<file path="config.mk">
export PLATFORM = sky130hd
export DESIGN_NAME = control_barreras
export DESIGN_NICKNAME = d
export VERILOG_FILES = /design/src/rtl/estacionamiento_pkg.sv /design/src/rtl/control_barreras_temporizador.sv /design/src/rtl/control_barreras.sv
export SDC_FILE = /design/constraint.sdc
export NUM_CORES = 1
export LEC_CHECK = 0
export CORE_UTILIZATION = 23
export CTS_CLUSTER_SIZE = 8
export DETAILED_ROUTE_END_ITERATION = 6
export GPL_TIMING_DRIVEN = 0
export SLEW_MARGIN = 0
export SYNTH_ARGS = -nofsm -noshare
export SYNTH_HDL_FRONTEND = slang
export SYNTH_HIERARCHICAL = 1
export SYNTH_SLANG_ARGS = --single-unit
</file>
<file path="constraint.sdc">
create_clock -name clk -period 3.6 [get_ports clk]
set_input_delay 0.54 -clock clk [delete_from_list [all_inputs] [get_ports clk]]
set_output_delay 0.54 -clock clk [all_outputs]
set_load 0.01 [all_outputs]
</file>
<file path="src/rtl/estacionamiento_pkg.sv">
// Shared types and defaults for the parking-lot blocks (gate controller, occupancy counter).
package estacionamiento_pkg;

  typedef enum logic [1:0] {
    IDLE        = 2'd0,
    ENT_ABIERTA = 2'd1,
    SAL_ABIERTA = 2'd2,
    CIERRE      = 2'd3
  } estado_t;

  typedef enum logic {
    LADO_ENT = 1'b0,
    LADO_SAL = 1'b1
  } lado_t;

  localparam int unsigned CAPACIDAD_DEF = 7;
  localparam int unsigned ANCHO_DEF     = 7;

  function automatic int unsigned ancho_timer(input int unsigned a, input int unsigned b);
    return $clog2(((a > b) ? a : b) + 1);
  endfunction

endpackage

</file>
<file path="src/rtl/control_barreras_temporizador.sv">
// Clearable saturating up-counter; fin flags when the count equals the selected limit.
module temporizador #(
  parameter int unsigned W = 5
) (
  input  logic         clk,
  input  logic         reset,
  input  logic         clr,
  input  logic [W-1:0] limite,
  output logic         fin
);

  logic [W-1:0] cuenta;

  always_ff @(posedge clk or posedge reset) begin
    if (reset) begin
      cuenta <= '0;
    end else if (clr) begin
      cuenta <= '0;
    end else if (cuenta != '1) begin
      cuenta <= cuenta + 1'b1;
    end
  end

  assign fin = (cuenta == limite);

endmodule

</file>
<file path="src/rtl/control_barreras.sv">
// Single-lane gate controller: arbitrates entry/exit, opens one barrier at a time,
// and pulses the occupancy counter once per completed passage.
module control_barreras
  import estacionamiento_pkg::*;
#(
  parameter int unsigned CAPACIDAD = CAPACIDAD_DEF,
  parameter int unsigned ANCHO     = ANCHO_DEF,
  parameter int unsigned T_ESPERA  = 16,
  parameter int unsigned T_CIERRE  = 4
) (
  input  logic             clk,
  input  logic             reset,
  input  logic             sol_entrada,
  input  logic             sol_salida,
  input  logic             paso,
  input  logic [ANCHO-1:0] espacio,
  output logic             barrera_entrada,
  output logic             barrera_salida,
  output logic             entrada,
  output logic             salida,
  output logic             lleno,
  output logic [1:0]       estado
);

  localparam int unsigned      TW         = ancho_timer(T_ESPERA, T_CIERRE);
  localparam logic [ANCHO-1:0] CAP        = ANCHO'(CAPACIDAD);
  localparam logic [TW-1:0]    LIM_ESPERA = TW'(T_ESPERA - 1);
  localparam logic [TW-1:0]    LIM_CIERRE = TW'(T_CIERRE - 1);

  estado_t       est, est_d;
  lado_t         ultimo, ultimo_d;
  logic          paso_q, flanco;
  logic          elig_ent, elig_sal;
  logic          ent_d, sal_d;
  logic          clr, fin;
  logic [TW-1:0] limite;

  assign flanco   = paso & ~paso_q;
  assign elig_ent = sol_entrada && (espacio < CAP);
  assign elig_sal = sol_salida && (espacio != '0);

  // Timer restarts on every state change; count k is the (k+1)-th cycle in the state.
  assign clr    = (est_d != est);
  assign limite = (est == CIERRE) ? LIM_CIERRE : LIM_ESPERA;

  temporizador #(.W(TW)) u_temporizador (
    .clk    (clk),
    .reset  (reset),
    .clr    (clr),
    .limite (limite),
    .fin    (fin)
  );

  always_ff @(posedge clk or posedge reset) begin
    if (reset) begin
      est     <= IDLE;
      ultimo  <= LADO_SAL;
      paso_q  <= 1'b0;
      entrada <= 1'b0;
      salida  <= 1'b0;
      lleno   <= 1'b0;
    end else begin
      est     <= est_d;
      ultimo  <= ultimo_d;
      paso_q  <= paso;
      entrada <= ent_d;
      salida  <= sal_d;
      lleno   <= (espacio >= CAP);
    end
  end

  always_comb begin
    est_d    = est;
    ultimo_d = ultimo;
    ent_d    = 1'b0;
    sal_d    = 1'b0;
    unique case (est)
      IDLE: begin
        if (elig_ent && (!elig_sal || ultimo == LADO_SAL)) begin
          est_d    = ENT_ABIERTA;
          ultimo_d = LADO_ENT;
        end else if (elig_sal) begin
          est_d    = SAL_ABIERTA;
          ultimo_d = LADO_SAL;
        end
      end
      ENT_ABIERTA: begin
        if (flanco) begin
          est_d = CIERRE;
          ent_d = 1'b1;
        end else if (fin) begin
          est_d = CIERRE;
        end
      end
      SAL_ABIERTA: begin
        if (flanco) begin
          est_d = CIERRE;
          sal_d = 1'b1;
        end else if (fin) begin
          est_d = CIERRE;
        end
      end
      CIERRE: begin
        if (fin) est_d = IDLE;
      end
      default: est_d = IDLE;
    endcase
  end

  // Barriers decode the state so an asynchronous reset drops them at once.
  assign barrera_entrada = (est == ENT_ABIERTA);
  assign barrera_salida  = (est == SAL_ABIERTA);
  assign estado          = est;

endmodule

</file>
==> results_dict.tcl <==
set metrics [dict create \
    slowest_delay_ns 0.51 \
    start_kind "register" \
    grt_max_degree 10 \
    max_freq_ghz 0.463 \
    cts_setup_buffers 0 \
    grt_pass1_wl_mm 2.51 \
    r2r-start "estado[0]" \
    clock-root-buffer "clkbuf_4" \
    fin_setup_tns_ns 0 \
    n_fill_cell 352 \
    clk_pin_slew_worst_paths_ns 0.08 \
    post-route-period-util 0.600 \
    synth_cells 80 \
    cp_max_fo 9 \
    slowest_stage "dfrtp_1" \
    wl_mm 1.44 \
    wl_per_cell_um 9.69 \
    synthArstFlopShare 1.00 \
    synth_cell_types 33 \
    r2r-end "u_temporizador/cuenta[4]" \
    synth-main-ff-cell "dfrtp_1" \
    grt_busiest_layer "met2" \
    grtUsageMet3 0.0126 \
    antenna_left 0 \
    num_vias 626 \
    cts_buffers 3 \
    dr.pass1.iters 3 \
    cts_tree "yes" \
    rows 21 \
    core-area_sq_mm 0.00334 \
    routed_via_density 4.20 \
    drc_errors 0 \
    hpwl_mm 1.18 \
    clock_sinks 12 \
    fp.dieH_um 61.1 \
    die_w_um 61.1 \
    ios 19 \
    ys_ff_latch 12 \
    diodes 0 \
    setup_slack_ns 1.44 \
    synth_area_per_cell_sq_um 10.0 \
    leakagePower_nw 0.458 \
    drv_slew 0 \
    grt_usage 0.0909 \
    synth-edff-count 0 \
    final.setup_skew_ns 0.00483 \
    yosysWarnings 6 \
    initial_core_util 0.241 \
    dpl_worst_slack_ns 1.19 \
    final_core_util 0.324 \
    area_growth_pct 34.6 \
    netlist_area_sq_um 803 \
    nets 123 \
    crit_required_ns 3.06 \
    globalRouteMet2Util 0.157 \
    die_area_sq_mm 0.00373 \
    powerDensity_mw_per_mm2 640 \
    clock_path_buffers 2 \
    path_cells "inv_1 > ha_1 > clkdlybuf4s50_1" \
    globalplace.congestion 0.742 \
    grt_pass1_vias 624 \
    drtIter0Drc 15 \
    synth-seq-area-share 0.375 \
    grt-ovfl-total 0 \
    cp.arrival_ns 1.62 \
    synth_commonest_cells "dfrtp_1 (11), ha_1 (7), nor2_1 (6), inv_1 (5)" \
    path_class "register to primary output" \
    grt_use_met1 0.109 \
    holdWs_ns 0.506 \
    run_status "finished clean" \
    regToRegSetupSlack_ns 1.50 \
    ctsHoldBuffers 0 \
    clock_insertion_delay_worst_skew_ns 0.27 \
    yosysMostFrequentCell "dfrtp_1" \
    grt_setup_unrepaired "false" \
    end_kind "primary output" \
    synth_top_cell_by_area "dfrtp_1" \
    finalSetupViolCount 0 \
    hp-class "input port to asynchronous set/reset pin" \
    yosys-top-cells-area "dfrtp_1 (34%), ha_1 (11%), xnor2_1 (4.4%), xor2_1 (4.4%), mux2i_1 (3.7%)" \
    portBuffers 18 \
    cts.repair.resized 0 \
    layout_min_cycle_time_ns 2.16 \
    htree_num_levels 1 \
    max-vdd-ir-drop_uv 147 \
    antenna_found_initial 0 \
    r2r_cells 8 \
    synth_top_area_share 0.343 \
    maxCapViolCount 0 \
    hold_violations 0 \
    drive_above_1_share 0.0971 \
]
[registers in the layout, summed over array words and instances (netlist names)]
name and flops:
entrada 1, u_temporizador/cuenta 5, estado 2, ultimo 1
paso_q 1, salida 1, lleno 1
[area by class of cell]
cell class / count / area, sq um / share of cell area
clock buffers: 4 / 36.3 / 0.0336
repair buffers: 18 / 180 / 0.167
inverters: 5 / 18.8 / 0.0174
multi-input cells: 64 / 487 / 0.450
well taps: 46 / 57.6 / 0.0532
flip-flops and latches: 12 / 302 / 0.279
[metal layers]
| metal | up-vias | wire length [um] |
|---|---|---|
| met3 | 2 | 37 |
| met2 | 6 | 778 |
| met5 | - | 0 |
| li1 | 323 | - |
| met1 | 295 | 617 |
| met4 | 0 | 10 |
[layout by cell type, fill, tap and decap left out, types with 2 or more instances in the layout]
master / count
nand3_1: 3
nor3_1: 2
a2bb2oi_1: 3
a31oi_1: 2
clkbuf_4: 3
xor2_1: 4
nor2_1: 6
dfrtp_1: 11
ha_1: 7
nand2_1: 4
mux2i_1: 3
xnor2_1: 4
a21oi_1: 3
inv_1: 5
and2_1: 2
nor2b_1: 2
conb_1: 3
clkdlybuf4s50_1: 18
[worst max-delay path, delay by kind of cell, from the launching register on]
family	cells	cell delay [ns]
buf+inv	2	0.61
fa+ha+maj	1	0.23
flops	1	0.51
[worst max path at each step]
stage | startpoint | endpoint | depth (start not counted)
final | estado[0] | barrera_salida | 3
after global routing | estado[0] | u_temporizador/cuenta[0] | 8
after CTS | estado[0] | barrera_salida | 3
after detailed placement | espacio[5] | u_temporizador/cuenta[4] | 6
after global placement | espacio[5] | u_temporizador/cuenta[2] | 6
after floorplan | estado[0] | u_temporizador/cuenta[0] | 8
[power by group]
group | internal (mW) | switching [mW]
Sequential | 0.170 | 0.0482
Combinational | 0.188 | 0.181
Clock | 0.0614 | 0.0429
Total | 0.420 | 0.272
[per-stage QoR]
step	total power [mW]	instances	instance area (sq um)
detailed placement	0.592	145	1040
global route	0.763	149	1080
floorplan	0.472	81	807
global placement	0.586	145	1040
finish	0.692	149	1080
CTS	0.701	149	1080
[cells by family (layout without fill, tap and decap cells)]
| group | count (synthesis) | count (layout) | synth area share |
|---|---|---|---|
| AO/OA/AOI/OAI | 16 | 16 | 0.156 |
| adder cells (fa/ha/maj) | 7 | 7 | 0.109 |
| XOR/XNOR | 8 | 8 | 0.0872 |
| flip-flops | 12 | 12 | 0.375 |
| other | 2 | 3 | 0.00935 |
| buffers and inverters | 5 | 27 | 0.0234 |
| AND/OR/NAND/NOR | 27 | 27 | 0.202 |
| multiplexers | 3 | 3 | 0.0374 |
Power figures use the tool's default switching activity.
